--- config.mk ---
export PLATFORM = sky130hd
export DESIGN_NAME = bsr_mmio_bridge
export DESIGN_NICKNAME = d
export VERILOG_FILES = /design/src/rtl/bsr_mmio_bridge_pkg.sv /design/src/rtl/bsr_mmio_bridge_lane.sv /design/src/rtl/bsr_mmio_bridge.sv
export SDC_FILE = /design/constraint.sdc
export NUM_CORES = 1
export LEC_CHECK = 0
export ABC_CLOCK_PERIOD_IN_PS = 2400
export CORE_MARGIN = 5
export CORE_UTILIZATION = 45
export CTS_CLUSTER_SIZE = 16
export DETAILED_ROUTE_END_ITERATION = 16
export GPL_ROUTABILITY_DRIVEN = 0
export MAX_ROUTING_LAYER = met4
export PLACE_DENSITY = 0.84
export SYNTH_ARGS = -nofsm -noshare
export SYNTH_HDL_FRONTEND = slang
export SYNTH_SLANG_ARGS = --single-unit
export TNS_END_PERCENT = 50
--- constraint.sdc ---
create_clock -name clock -period 2.4 [get_ports clock]
set_input_delay 0.48 -clock clock [delete_from_list [all_inputs] [get_ports clock]]
set_output_delay 0.48 -clock clock [all_outputs]
set_load 0.005 [all_outputs]
--- src/rtl/bsr_mmio_bridge_pkg.sv ---
// Shared MMIO definitions: UMEM status codes, opm bit positions, size codes and the MMIO base.
package bsr_mmio_bridge_pkg;

  localparam logic [1:0] UMEM_OK_READY = 2'b00;
  localparam logic [1:0] UMEM_OK_OK    = 2'b01;
  localparam logic [1:0] UMEM_OK_HOLD  = 2'b10;
  localparam logic [1:0] UMEM_OK_FAULT = 2'b11;

  localparam int OPM_WR = 4;
  localparam int OPM_OE = 3;
  localparam int OPM_ZX = 2;

  localparam logic [1:0] SIZE_B = 2'b00;
  localparam logic [1:0] SIZE_W = 2'b01;
  localparam logic [1:0] SIZE_D = 2'b10;
  localparam logic [1:0] SIZE_Q = 2'b11;

  localparam logic [15:0] MMIO_BASE = 16'hE000;

  function automatic logic misaligned(input logic [1:0] size, input logic [1:0] a);
    case (size)
      SIZE_W:  misaligned = a[0];
      SIZE_D:  misaligned = |a;
      default: misaligned = 1'b0;
    endcase
  endfunction

endpackage

--- src/rtl/bsr_mmio_bridge_lane.sv ---
// Combinational byte-lane unit: store byte-enable/data replication and load lane extract with extension.
module bsr_mmio_lane
  import bsr_mmio_bridge_pkg::*;
(
  input  logic [1:0]  addr_i,
  input  logic [1:0]  size_i,
  input  logic        zext_i,
  input  logic [31:0] wdata_i,
  input  logic [31:0] rdata_i,
  output logic [3:0]  be_o,
  output logic [31:0] wdata_o,
  output logic [31:0] rdata_o
);

  logic [7:0]  byte_s;
  logic [15:0] half_s;

  // Lane select for reads and lane placement for writes
  always_comb begin
    be_o    = 4'b0000;
    wdata_o = 32'h0000_0000;
    rdata_o = 32'h0000_0000;
    case (addr_i)
      2'b00:   byte_s = rdata_i[7:0];
      2'b01:   byte_s = rdata_i[15:8];
      2'b10:   byte_s = rdata_i[23:16];
      default: byte_s = rdata_i[31:24];
    endcase
    half_s = addr_i[1] ? rdata_i[31:16] : rdata_i[15:0];
    case (size_i)
      SIZE_B: begin
        be_o    = 4'b0001 << addr_i;
        wdata_o = {4{wdata_i[7:0]}};
        rdata_o = zext_i ? {24'h000000, byte_s} : {{24{byte_s[7]}}, byte_s};
      end
      SIZE_W: begin
        be_o    = addr_i[1] ? 4'b1100 : 4'b0011;
        wdata_o = {2{wdata_i[15:0]}};
        rdata_o = zext_i ? {16'h0000, half_s} : {{16{half_s[15]}}, half_s};
      end
      SIZE_D: begin
        be_o    = 4'b1111;
        wdata_o = wdata_i;
        rdata_o = rdata_i;
      end
      default: begin
        be_o    = 4'b0000;
        wdata_o = 32'h0000_0000;
        rdata_o = 32'h0000_0000;
      end
    endcase
  end

endmodule

--- src/rtl/bsr_mmio_bridge.sv ---
// MMIO bridge: turns the memory tile's level-held mmio request into one decoded, acked device access
// with timeout, reporting UMEM_OK status and extended read data from registers.
module bsr_mmio_bridge
  import bsr_mmio_bridge_pkg::*;
#(
  parameter int NDEV        = 4,
  parameter int DEV_SHIFT   = 10,
  parameter int TIMEOUT_CYC = 255
) (
  input  logic            clock,
  input  logic            reset,
  input  logic [31:0]     mmioAddr,
  input  logic [31:0]     mmioOutData,
  input  logic [4:0]      mmioOpm,
  output logic [31:0]     mmioInData,
  output logic [1:0]      mmioOK,
  output logic [15:0]     devAddr,
  output logic [31:0]     devWData,
  output logic [3:0]      devBe,
  output logic            devRd,
  output logic            devWr,
  output logic [NDEV-1:0] devSel,
  input  logic [31:0]     devRData,
  input  logic            devAck
);

  typedef enum logic [1:0] {ST_IDLE, ST_ISSUE, ST_WAIT, ST_DONE} state_e;
  localparam int IDXW = (NDEV > 1) ? $clog2(NDEV) : 1;

  state_e          state_q, state_d;
  logic [15:0]     addr_q, addr_d;
  logic [31:0]     wdata_q, wdata_d;
  logic [4:0]      opm_q, opm_d;
  logic [IDXW-1:0] win_q, win_d;
  logic            fault_q, fault_d;
  logic            abort_q, abort_d;
  logic [7:0]      cnt_q, cnt_d;
  logic [1:0]      ok_q, ok_d;
  logic [31:0]     rdata_q, rdata_d;

  logic        req_s, bad_s, done_s, ack_fault_s;
  logic [2:0]  win_full_s;
  logic [3:0]  lane_be_s;
  logic [31:0] lane_wdata_s, lane_rdata_s;
  logic        unused_s;

  assign req_s      = mmioOpm[OPM_WR] | mmioOpm[OPM_OE];
  assign win_full_s = mmioAddr[DEV_SHIFT+2:DEV_SHIFT];
  assign bad_s      = (mmioOpm[1:0] == SIZE_Q) | misaligned(mmioOpm[1:0], mmioAddr[1:0])
                    | ({mmioAddr[19:16], mmioAddr[15:13]} != {4'h0, MMIO_BASE[15:13]})
                    | ({1'b0, win_full_s} >= 4'(NDEV));
  assign unused_s   = ^mmioAddr[31:20];

  bsr_mmio_lane u_lane (
    .addr_i  (addr_q[1:0]),
    .size_i  (opm_q[1:0]),
    .zext_i  (opm_q[OPM_ZX]),
    .wdata_i (wdata_q),
    .rdata_i (devRData),
    .be_o    (lane_be_s),
    .wdata_o (lane_wdata_s),
    .rdata_o (lane_rdata_s)
  );

  // Transaction sequencing; status and read data are computed here and registered below
  always_comb begin
    state_d     = state_q;
    addr_d      = addr_q;
    wdata_d     = wdata_q;
    opm_d       = opm_q;
    win_d       = win_q;
    fault_d     = fault_q;
    abort_d     = abort_q;
    cnt_d       = cnt_q;
    ok_d        = req_s ? UMEM_OK_HOLD : UMEM_OK_READY;
    rdata_d     = 32'h0000_0000;
    done_s      = 1'b0;
    ack_fault_s = 1'b0;
    case (state_q)
      ST_IDLE: begin
        if (req_s) begin
          addr_d  = mmioAddr[15:0];
          wdata_d = mmioOutData;
          opm_d   = mmioOpm;
          win_d   = mmioAddr[DEV_SHIFT +: IDXW];
          fault_d = bad_s;
          abort_d = 1'b0;
          state_d = bad_s ? ST_DONE : ST_ISSUE;
          if (bad_s) begin
            ok_d = UMEM_OK_FAULT;
          end else begin
            ok_d = UMEM_OK_HOLD;
          end
        end else begin
          state_d = ST_IDLE;
        end
      end
      ST_ISSUE: begin
        state_d = ST_WAIT;
        cnt_d   = 8'd0;
        abort_d = abort_q | ~req_s;
      end
      ST_WAIT: begin
        abort_d = abort_q | ~req_s;
        // Ack takes priority over an expiring counter in the same cycle
        if (devAck) begin
          done_s = 1'b1;
        end else if (cnt_q == 8'(TIMEOUT_CYC - 1)) begin
          done_s      = 1'b1;
          ack_fault_s = 1'b1;
        end else begin
          cnt_d = cnt_q + 8'd1;
        end
        if (done_s) begin
          fault_d = ack_fault_s;
          if (abort_q | ~req_s) begin
            state_d = ST_IDLE;
          end else begin
            state_d = ST_DONE;
            ok_d    = ack_fault_s ? UMEM_OK_FAULT : UMEM_OK_OK;
            rdata_d = ack_fault_s ? 32'h0000_0000 : lane_rdata_s;
          end
        end else begin
          state_d = ST_WAIT;
        end
      end
      ST_DONE: begin
        if (req_s) begin
          ok_d    = ok_q;
          rdata_d = rdata_q;
        end else begin
          state_d = ST_IDLE;
        end
      end
      default: begin
        state_d = ST_IDLE;
      end
    endcase
  end

  // State, latched request and status registers
  always_ff @(posedge clock or negedge reset) begin
    if (!reset) begin
      state_q <= ST_IDLE;
      addr_q  <= 16'h0000;
      wdata_q <= 32'h0000_0000;
      opm_q   <= 5'b00000;
      win_q   <= '0;
      fault_q <= 1'b0;
      abort_q <= 1'b0;
      cnt_q   <= 8'd0;
      ok_q    <= UMEM_OK_READY;
      rdata_q <= 32'h0000_0000;
    end else begin
      state_q <= state_d;
      addr_q  <= addr_d;
      wdata_q <= wdata_d;
      opm_q   <= opm_d;
      win_q   <= win_d;
      fault_q <= fault_d;
      abort_q <= abort_d;
      cnt_q   <= cnt_d;
      ok_q    <= ok_d;
      rdata_q <= rdata_d;
    end
  end

  assign mmioOK     = ok_q;
  assign mmioInData = rdata_q;
  assign devAddr    = addr_q;
  assign devRd      = (state_q == ST_ISSUE) & opm_q[OPM_OE] & ~opm_q[OPM_WR];
  assign devWr      = (state_q == ST_ISSUE) & opm_q[OPM_WR];
  assign devBe      = (state_q == ST_ISSUE) ? lane_be_s : 4'b0000;
  assign devWData   = (state_q == ST_ISSUE) ? lane_wdata_s : 32'h0000_0000;
  assign devSel     = ((state_q == ST_ISSUE) || (state_q == ST_WAIT)) ? (NDEV'(1) << win_q)
                                                                      : '0;

endmodule

==> flow_metrics.tcl, run 1 <==
set metrics [dict create \
    avgRoutedWirePerCell_um 20.35 \
    cts_sinks 98 \
    antennaDiodeCount 0 \
    syn_area_um2 5275 \
    arrival_ps 1890 \
    fin_crit_sh_pct 98.60 \
    drtAntennaViolNets 0 \
    synth_edf_count 0 \
    drtIter0Drc 445 \
    hpwl_um 11850 \
    grt_pass1_wl_um 27280 \
    end_kind "output port" \
    clk_pin_slew_worst_paths_ps 60 \
    fin_ws_ps 33.52 \
    grt_use_total_pct 24.81 \
    finalHoldViolations 0 \
    relSlewSlack_pct 37.65 \
    syn-num-nets 593 \
    grt_overflow 0 \
    ios 196 \
    wl_um 16790 \
    viasPerCell 5.835 \
    dr_total_vias 4814 \
    cts_root_buf "clkbuf_16" \
    drive_above_1_share_pct 19.94 \
    power.total_w 0.008819 \
    r2r_slack_ps 200 \
    start_util_pct 46.00 \
    ys_warn_count 0 \
    layoutNonFillerInstCount 825 \
    clock_skew_ps 8.307 \
    ys_async_sr_fraction_pct 100.0 \
    yosys_register_bits 98 \
    postCtsHoldBufs 0 \
    grt_pass1_vias 5143 \
    fin_nets 790 \
    cts_tree "yes" \
    clock_path_buffers 2 \
    yosysMostFrequentCell "dfrtp_1" \
    fin_tns_setup_ps 0 \
    drv_slew 0 \
    die_w_um 118.3 \
    hp-class "input port to asynchronous set/reset pin" \
    status "finished clean" \
    critPathKind "flop to output port" \
    antenna_found_initial 0 \
    power_leakage_nw 3.545 \
    crit_path_start_kind "flop" \
    route.detailed.drc 0 \
    worst_pin_slew_ps 935.3 \
    die-height_um 118.3 \
    syn_to_final_growth_pct 49.64 \
    htreeDepth 3 \
    grt_max_degree 58 \
    crit_fanout 17 \
    fillers 827 \
    core_area_um2 11470 \
    cts_buffers 9 \
    dp.cells 798 \
    rsz0062_at_grt "yes" \
    power_density_nw_per_um2 1117 \
    seq_area_frac_synth_pct 46.49 \
    syn-instance-count 480 \
    die_area_um2 13990 \
    setup_violations 0 \
    rr_startpoint "state_q[1]" \
    peakVddDrop_mv 0.7811 \
    fmax_mhz 422.6 \
    port_buffers 183 \
    insertion_delay_ps 350 \
    synthTopCellsByArea "dfrtp_1 46%, mux2_2 10%, a221o_1 6.1%, mux2i_1 3.4%, mux4_2 3.4%" \
    syn_avg_cell_area_um2 10.99 \
    yosys.area.top_type "dfrtp_1" \
    synth_ff_type "dfrtp_1" \
    cap_violations 0 \
    first_pass_iters 5 \
    synth_common_cells "98 x dfrtp_1, 49 x mux2_2, 37 x nand2_1" \
    synth.distinct_cells 50 \
    reg2reg_to "mmioInData[23]" \
    finalInstanceArea_um2 7894 \
    synth_top_area_share_pct 46.49 \
    r2r_cells 6 \
    fin_crit_ps 2366 \
    required_ps 1920 \
    dpl_cell_area_um2 7368 \
    rows 39 \
    place_ws_ps -147.2 \
]
[where the power goes]
group / total [W] / leakage [nW] / internal [W] / switching (W)
combinational: 0.00451 / 2.15 / 0.00244 / 0.00206
sequential: 0.00268 / 1.23 / 0.00223 / 0.000460
clock: 0.00163 / 0.165 / 0.000997 / 0.000631
total: 0.00882 / 3.55 / 0.00566 / 0.00315
[metrics by stage]
step	utilization, %	hold slack, ps
global route	68.84	156.2
floorplan	-	184.4
CTS	68.06	126.3
global placement	64.26	461.9
detailed placement	64.26	468.4
finish	68.84	113.0
[routing by layer]
metal  share of wire [%]  track usage, %  vias to the layer above
met5                   0               -                        -
met4                 2.5           9.032                        0
met3                 8.7           7.402                       35
met2                  49           39.66                      246
met1                  40           29.83                     2371
li1                    -               -                     2162
[cell type report]
class	instances	area [um2]	share of cell area, %
multi-input cells	340	2716	34.41
flip-flops and latches	98	2455	31.10
repair buffers	218	2167	27.45
clock buffers	12	266.5	3.376
well taps	143	178.9	2.267
clock inverters	4	72.57	0.9193
inverters	10	37.54	0.4755
[timing repair]
action                                  4_1_cts  5_1_grt
endpoints found under the setup margin       41       26
gates resized for setup                      56       30
hold endpoints to repair                      0        0
pin swaps                                     1        3
gates cloned                                  2        0
buffers inserted                              5        5
[flip-flops by register name, summed over array words and instances (netlist names)]
signal and flops:
abort_q 1, cnt_q 8, devAddr 16, mmioInData 32
mmioOK 2, opm_q 5, state_q 2, wdata_q 32
[worst max-delay path by stage]
| stage | startpoint | to | slack [ps] |
|---|---|---|---|
| after floorplan | state_q[0] | mmioInData[22] | 520 |
| after global placement | devAck | mmioInData[31] | -70 |
| after detailed placement | devAck | mmioInData[23] | -150 |
| after CTS | opm_q[1] | devWData[9] | -180 |
| after global routing | opm_q[1] | devWData[28] | -60 |
| final | opm_q[1] | devWData[28] | 30 |
[layout by cell type, fill, tap and decap left out, types with 4 or more instances in the layout]
cell,instances
a211oi_1,8
a21oi_1,31
a221o_1,32
and2_1,25
buf_12,4
buf_4,25
buf_6,6
clkbuf_16,9
clkdlybuf4s15_1,11
clkdlybuf4s50_1,146
dfrtp_1,96
dlygate4sd2_1,17
dlymetal6s2s_1,5
ha_1,7
inv_1,8
mux2_2,49
mux2i_1,18
mux4_2,8
nand2_1,37
nor2_1,19
nor2b_1,15
nor2b_2,5
nor3_1,4
o21a_1,5
o21ai_0,29
[critical path, stage by stage (launching register included)]
cell	delay [ps]
dfrtp_2	470
buf_12	180
nor2b_4	110
buf_6	120
buf_4	110
nand2_1	60
o21ai_0	70
and2_1	160
dlygate4sd2_1	250
[logic make-up (layout without fill, tap and decap cells)]
family / Yosys count / in the layout / share of synthesized area, %
fa+ha+maj: 9 / 9 / 2.135
buf+inv: 42 / 244 / 3.439
compound gates: 129 / 129 / 17.65
flops: 98 / 98 / 46.49
xor+xnor: 1 / 1 / 0.1661
mux: 75 / 75 / 17.29
simple gates: 126 / 126 / 12.83
Power figures use the tool's default switching activity.
==> run 2, diff against run 1 <==
--- a/config.mk
+++ b/config.mk
@@ -12,7 +12,7 @@
 export DETAILED_ROUTE_END_ITERATION = 16
 export GPL_ROUTABILITY_DRIVEN = 0
 export MAX_ROUTING_LAYER = met4
-export PLACE_DENSITY = 0.84
+export PLACE_DENSITY = 0.86
 export SYNTH_ARGS = -nofsm -noshare
 export SYNTH_HDL_FRONTEND = slang
 export SYNTH_SLANG_ARGS = --single-unit
==> run 2 against run 1 <==
  * The flow now finishes with violations (negative setup slack)
  * Critical path depth fell by 2
  * Sequential power barely moved
  * Clock skew fell by 2.2 ps
  * Critical path type unchanged
  * Critical endpoint is now devWData[12]
==> flow_metrics.tcl, run 2 (synthesized netlist as in run 1, its figures left out) <==
set metrics [dict create \
    grt_use_total_pct 24.26 \
    cp_slowest_cell "clkdlybuf4s50_1" \
    fin_crit_ps 2465 \
    fmax_mhz 405.6 \
    fin_nets 790 \
    dpl_cell_area_um2 7388 \
    drtAntennaViolNets 0 \
    ios 196 \
    power_density_nw_per_um2 1115 \
    p_sw_share_pct 35.84 \
    fin_tns_setup_ps -429.0 \
    place_ws_ps -188.8 \
    grt_overflow 0 \
    cts_root_buf "clkbuf_16" \
    pwr-share-comb_pct 51.8 \
    hpwl_um 11770 \
    status "finished, violations left" \
    grt_pass1_vias 5183 \
    critPathKind "flop to output port" \
    grt_max_degree 58 \
    syn_to_final_growth_pct 50.55 \
    viasPerCell 5.846 \
    wl_um 16670 \
    r2r_slack_ps 370 \
    die_area_um2 13990 \
    crit_path_start_kind "flop" \
    drv_slew 0 \
    port_buffers 183 \
    avgRoutedWirePerCell_um 20.20 \
    worst-path-buf-inv 2 \
    rows 39 \
    hp-class "input port to asynchronous set/reset pin" \
    fin_crit_sh_pct 102.7 \
    final_util_pct 69.25 \
    p_sw_w 0.003174 \
    seqPwrFrac_pct 30.4 \
    htreeDepth 3 \
    required_ps 1920 \
    holdWs_ps 146.1 \
    p_int_w 0.005681 \
    postCtsHoldBufs 0 \
    antenna_found_initial 0 \
    finalInstanceArea_um2 7941 \
    cap_violations 0 \
    cp_top_family "buffers and inverters" \
    path_cells "buf_6 -> nor2b_4 -> a21oi_1 -> o21ai_1 -> and2_1 -> clkdlybuf4s50_1" \
    antennaDiodeCount 0 \
    p_clk_share_pct 17.8 \
    drive_above_1_share_pct 20.67 \
    grt_pass1_wl_um 26880 \
    violations "negative setup slack" \
    clock_skew_ps 6.067 \
    cts_buffers 9 \
    clk_pin_slew_worst_paths_ps 70 \
    insertion_delay_ps 350 \
    start_util_pct 46.00 \
    cts_tree "yes" \
    die-height_um 118.3 \
    final_common_cell "clkdlybuf4s50_1" \
    end_kind "output port" \
    final_cell_mix "159 x clkdlybuf4s50_1, 95 x dfrtp_1, 49 x mux2_2" \
    worst_pin_slew_ps 624.3 \
    rsz0062_at_grt "yes" \
    setup_violations 13 \
    cts_sinks 98 \
    core_area_um2 11470 \
    slowest_delay_ps 500 \
    fin_ws_ps -65.22 \
    power_leakage_nw 3.583 \
    peakVddDrop_mv 0.6240 \
    finalHoldViolations 0 \
    arrival_ps 1990 \
    first_pass_iters 5 \
    crit_fanout 11 \
    relSlewSlack_pct 58.38 \
    clock_path_buffers 2 \
    die_w_um 118.3 \
    dr_total_vias 4823 \
    drtIter0Drc 393 \
    route.detailed.drc 0 \
]
-- run 2: cell count changes in the layout (fill, tap and decap cells not counted), sizes merged --
cell,before,now
dlymetal6s2s,5,8
buf,36,37
clkdlybuf4s15,12,2
clkbuf,14,11
dlygate4sd2,17,10
clkinv,1,2
inv,10,12
clkdlybuf4s50,146,159
-- run 2: through the flow --
step | cells | total power, W
finish | 825 | 0.008856
CTS | 824 | 0.008770
global placement | 799 | 0.006722
detailed placement | 799 | 0.006891
floorplan | 480 | 0.005023
global route | 825 | 0.009399
-- run 2: layout make-up --
| cell class | count | area, um2 |
|---|---|---|
| Fill cell | 830 | 3526 |
| Multi-Input combinational cell | 340 | 2759 |
| Tap cell | 143 | 178.9 |
| Sequential cell | 98 | 2456 |
| Timing Repair Buffer | 218 | 2186 |
| Clock buffer | 9 | 225.2 |
| Clock inverter | 7 | 98.84 |
| Inverter | 10 | 37.54 |
-- run 2: power groups by stage --
stage | clock network (W) | registers (W) | logic, W
after floorplan | 0 | 0.00256 | 0.00246
after global placement | 0 | 0.00264 | 0.00408
after detailed placement | 0 | 0.00269 | 0.00420
after CTS | 0.00161 | 0.00266 | 0.00450
after global routing | 0.00167 | 0.00276 | 0.00496
final | 0.00157 | 0.00269 | 0.00459
-- run 2: timing repair --
item                                    CTS  global route
endpoints found under the setup margin   40            48
cloned                                    1             0
buffers inserted                          8             1
pin swaps                                 1             2
resized for setup                        52            36
-- run 2: path summary, 6_finish.rpt --
kind	from	to	cells after the start
max	opm_q[1]	devWData[12]	6
min	reset	mmioInData[2]	1
max reg2reg	state_q[1]	mmioInData[3]	7
min reg2reg	opm_q[3]	opm_q[3]	2
max in group asynchronous	reset	state_q[0]	2
min in group clock	opm_q[3]	opm_q[3]	2
-- run 2: metal layers --
metal	routed length, um	vias to the layer above	GRT usage (%)
li1	-	2174	-
met1	6796	2376	29.73
met2	8264	235	39.24
met3	1143	38	5.253
met4	463	0	9.534
met5	0	-	-
==> patch (settings of run 1) <==
Change the parameter `TIMEOUT_CYC` from 255 to 127.
--- a/src/rtl/bsr_mmio_bridge.sv
+++ b/src/rtl/bsr_mmio_bridge.sv
@@ -5,7 +5,7 @@
 #(
   parameter int NDEV        = 4,
   parameter int DEV_SHIFT   = 10,
-  parameter int TIMEOUT_CYC = 255
+  parameter int TIMEOUT_CYC = 127
 ) (
   input  logic            clock,
   input  logic            reset,
Formal check against the unedited RTL: no difference found for any inputs over 10 cycles, from zero or initial values and one cycle with reset low; that may be too few to reach the edited logic, so the function may still have changed.
==> patch against run 1 <==
- setup slack better by 0.060 ns
- register-to-register slack worse by 0.07 ns
- synthesized area is 0.12% lower
- sequential cell count stayed put
- core utilization is 0.27 points lower
- design area is 0.40% lower
- power is 1.9% lower
- wire length is 2.8% lower
- sequential share of layout area is 0.12 points higher
- hold slack better by 0.024 ns
- critical endpoint is now devWData[0]
==> patch: results <==
group,metric,value,unit
outcome,status,"completed",
synthesis,yosysSeqAreaShare,46.5,%
timing,slew_headroom,31.2,%
detailed_routing,routed_via_density,5.75,
setup_path,path_max_fanout,5,
flow_run,cap_violations,0,
synthesis,synth.net_count,593,
setup_path,crit_slowest_cell,"dfrtp_1",
clocking,clk_latency,0.34,ns
clocking,htreeDepth,3,
placement,dp_slack,-0.182,ns
detailed_routing,wl_per_cell,19.7,um
synthesis,async_reset_ff_share,100,%
clocking,clk_pin_slew_worst_paths,0.06,ns
setup_path,cp_data_arrival_time,1.83,ns
detailed_routing,first_pass_iters,5,
synthesis,synthFlopType,"dfrtp_1",
synthesis,ys_top_cells_by_area,"dfrtp_1, mux2_2, a221o_1",
global_route,grt_pass1_wl,26500,um
synthesis,synth_common_cells,"dfrtp_1, mux2_2, nand2_1",
cells_and_area,nNetsFinal,795,
worst_hold_path,min-delay-path-class,"in -> async",
setup_path,cp_top_family,"buffers and inverters",
cells_and_area,drive_gt1_share,19.5,%
pwr,irDropWorstVdd,0.594,mV
placement,placed_cell_area,7410,um2
global_route,first_global_vias,5114,
clocking,clockBufferDepth,2,
placement,dp_hpwl,12100,um
detailed_routing,drt_iter0_drc,419,
global_route,grt_max_degree,49,
clocking,numCtsBuffers,9,
cells_and_area,antenna_cells,0,
global_route,antenna_found_initial,0,
timing,clock_skew,0.00867,ns
clocking,cts-root-buf,"clkbuf_16",
placement,portBuffers,183,
synthesis,synth.distinct_cells,49,
global_route,grt.total_usage,23.9,%
pwr,leakagePower,3.56,nW
setup_path,cp_slowest_stage_delay,0.40,ns
synthesis,synth_warnings,0,
-- patch: final timing paths --
kind / to / start / cells past startpoint / slack, ns
worst max-delay path: devWData[0] / state_q[1] / 7 / 0.09
worst min-delay path: opm_q[4] / reset / 1 / 0.14
worst max register to register: mmioInData[20] / state_q[1] / 7 / 0.13
worst min register to register: opm_q[3] / opm_q[3] / 2 / 0.48
max in group asynchronous: state_q[0] / reset / 2 / 1.56
min in group clock: opm_q[3] / opm_q[3] / 2 / 0.48
-- patch: through the flow --
| step | util [%] | TNS, ns | std cells | hold slack (ns) | power [mW] |
|---|---|---|---|---|---|
| 2_1_floorplan | - | 0 | 480 | 0.184 | 5.02 |
| 3_5_place_dp | 64.6 | -2.60 | 806 | 0.463 | 6.93 |
| 3_3_place_gp | 64.6 | -1.57 | 806 | 0.466 | 6.77 |
| 6_report | 68.6 | 0 | 829 | 0.137 | 8.65 |
| 4_1_cts | 68.1 | -0.193 | 827 | 0.146 | 8.62 |
| 5_1_grt | 68.6 | -0.00338 | 829 | 0.188 | 9.24 |
-- patch: report_power, final --
part,internal [mW],leakage (nW),switching [mW]
Combinational,2.42,2.17,2.03
Clock,0.909,0.153,0.628
Sequential,2.23,1.23,0.431
Total,5.56,3.56,3.09
-- patch: layout make-up --
type,count,area (um2)
inverters,9,33.8
repair buffers,222,2170
flip-flops and latches,98,2450
well taps,143,179
fillers,852,3600
multi-input cells,342,2720
clock buffers,10,229
clock inverters,5,78.8
-- patch: worst reg2reg max path, stage by stage, from the launching register on --
cell and delay, ns:
dfrtp_1 0.40, buf_4 0.15, ha_1 0.21, nor2b_1 0.12, buf_4 0.13, nand4b_4 0.13
a2111oi_4 0.82, a221o_1 0.24
-- patch: timing repair --
item / CTS / global route
resized for setup: 59 / 11
pin swaps: 0 / 1
setup buffers: 5 / 1
endpoints found under the setup margin: 39 / 23
hold buffers: 0 / 0
cloned: 1 / 1
-- patch: cell families after synthesis --
| logic type | count (synthesis) | share of synthesized area, % |
|---|---|---|
| flops | 98 | 46.5 |
| mux | 75 | 17.3 |
| buf+inv | 40 | 3.30 |
| simple gates | 127 | 12.9 |
| compound gates | 130 | 17.6 |
| xor+xnor | 1 | 0.166 |
| fa+ha+maj | 9 | 2.14 |
-- patch: layer usage --
metal	GRT usage (%)	wire length [um]
met1	29.4	6700
met2	37.7	7930
met3	7.40	1400
met4	7.89	289
met5	-	0
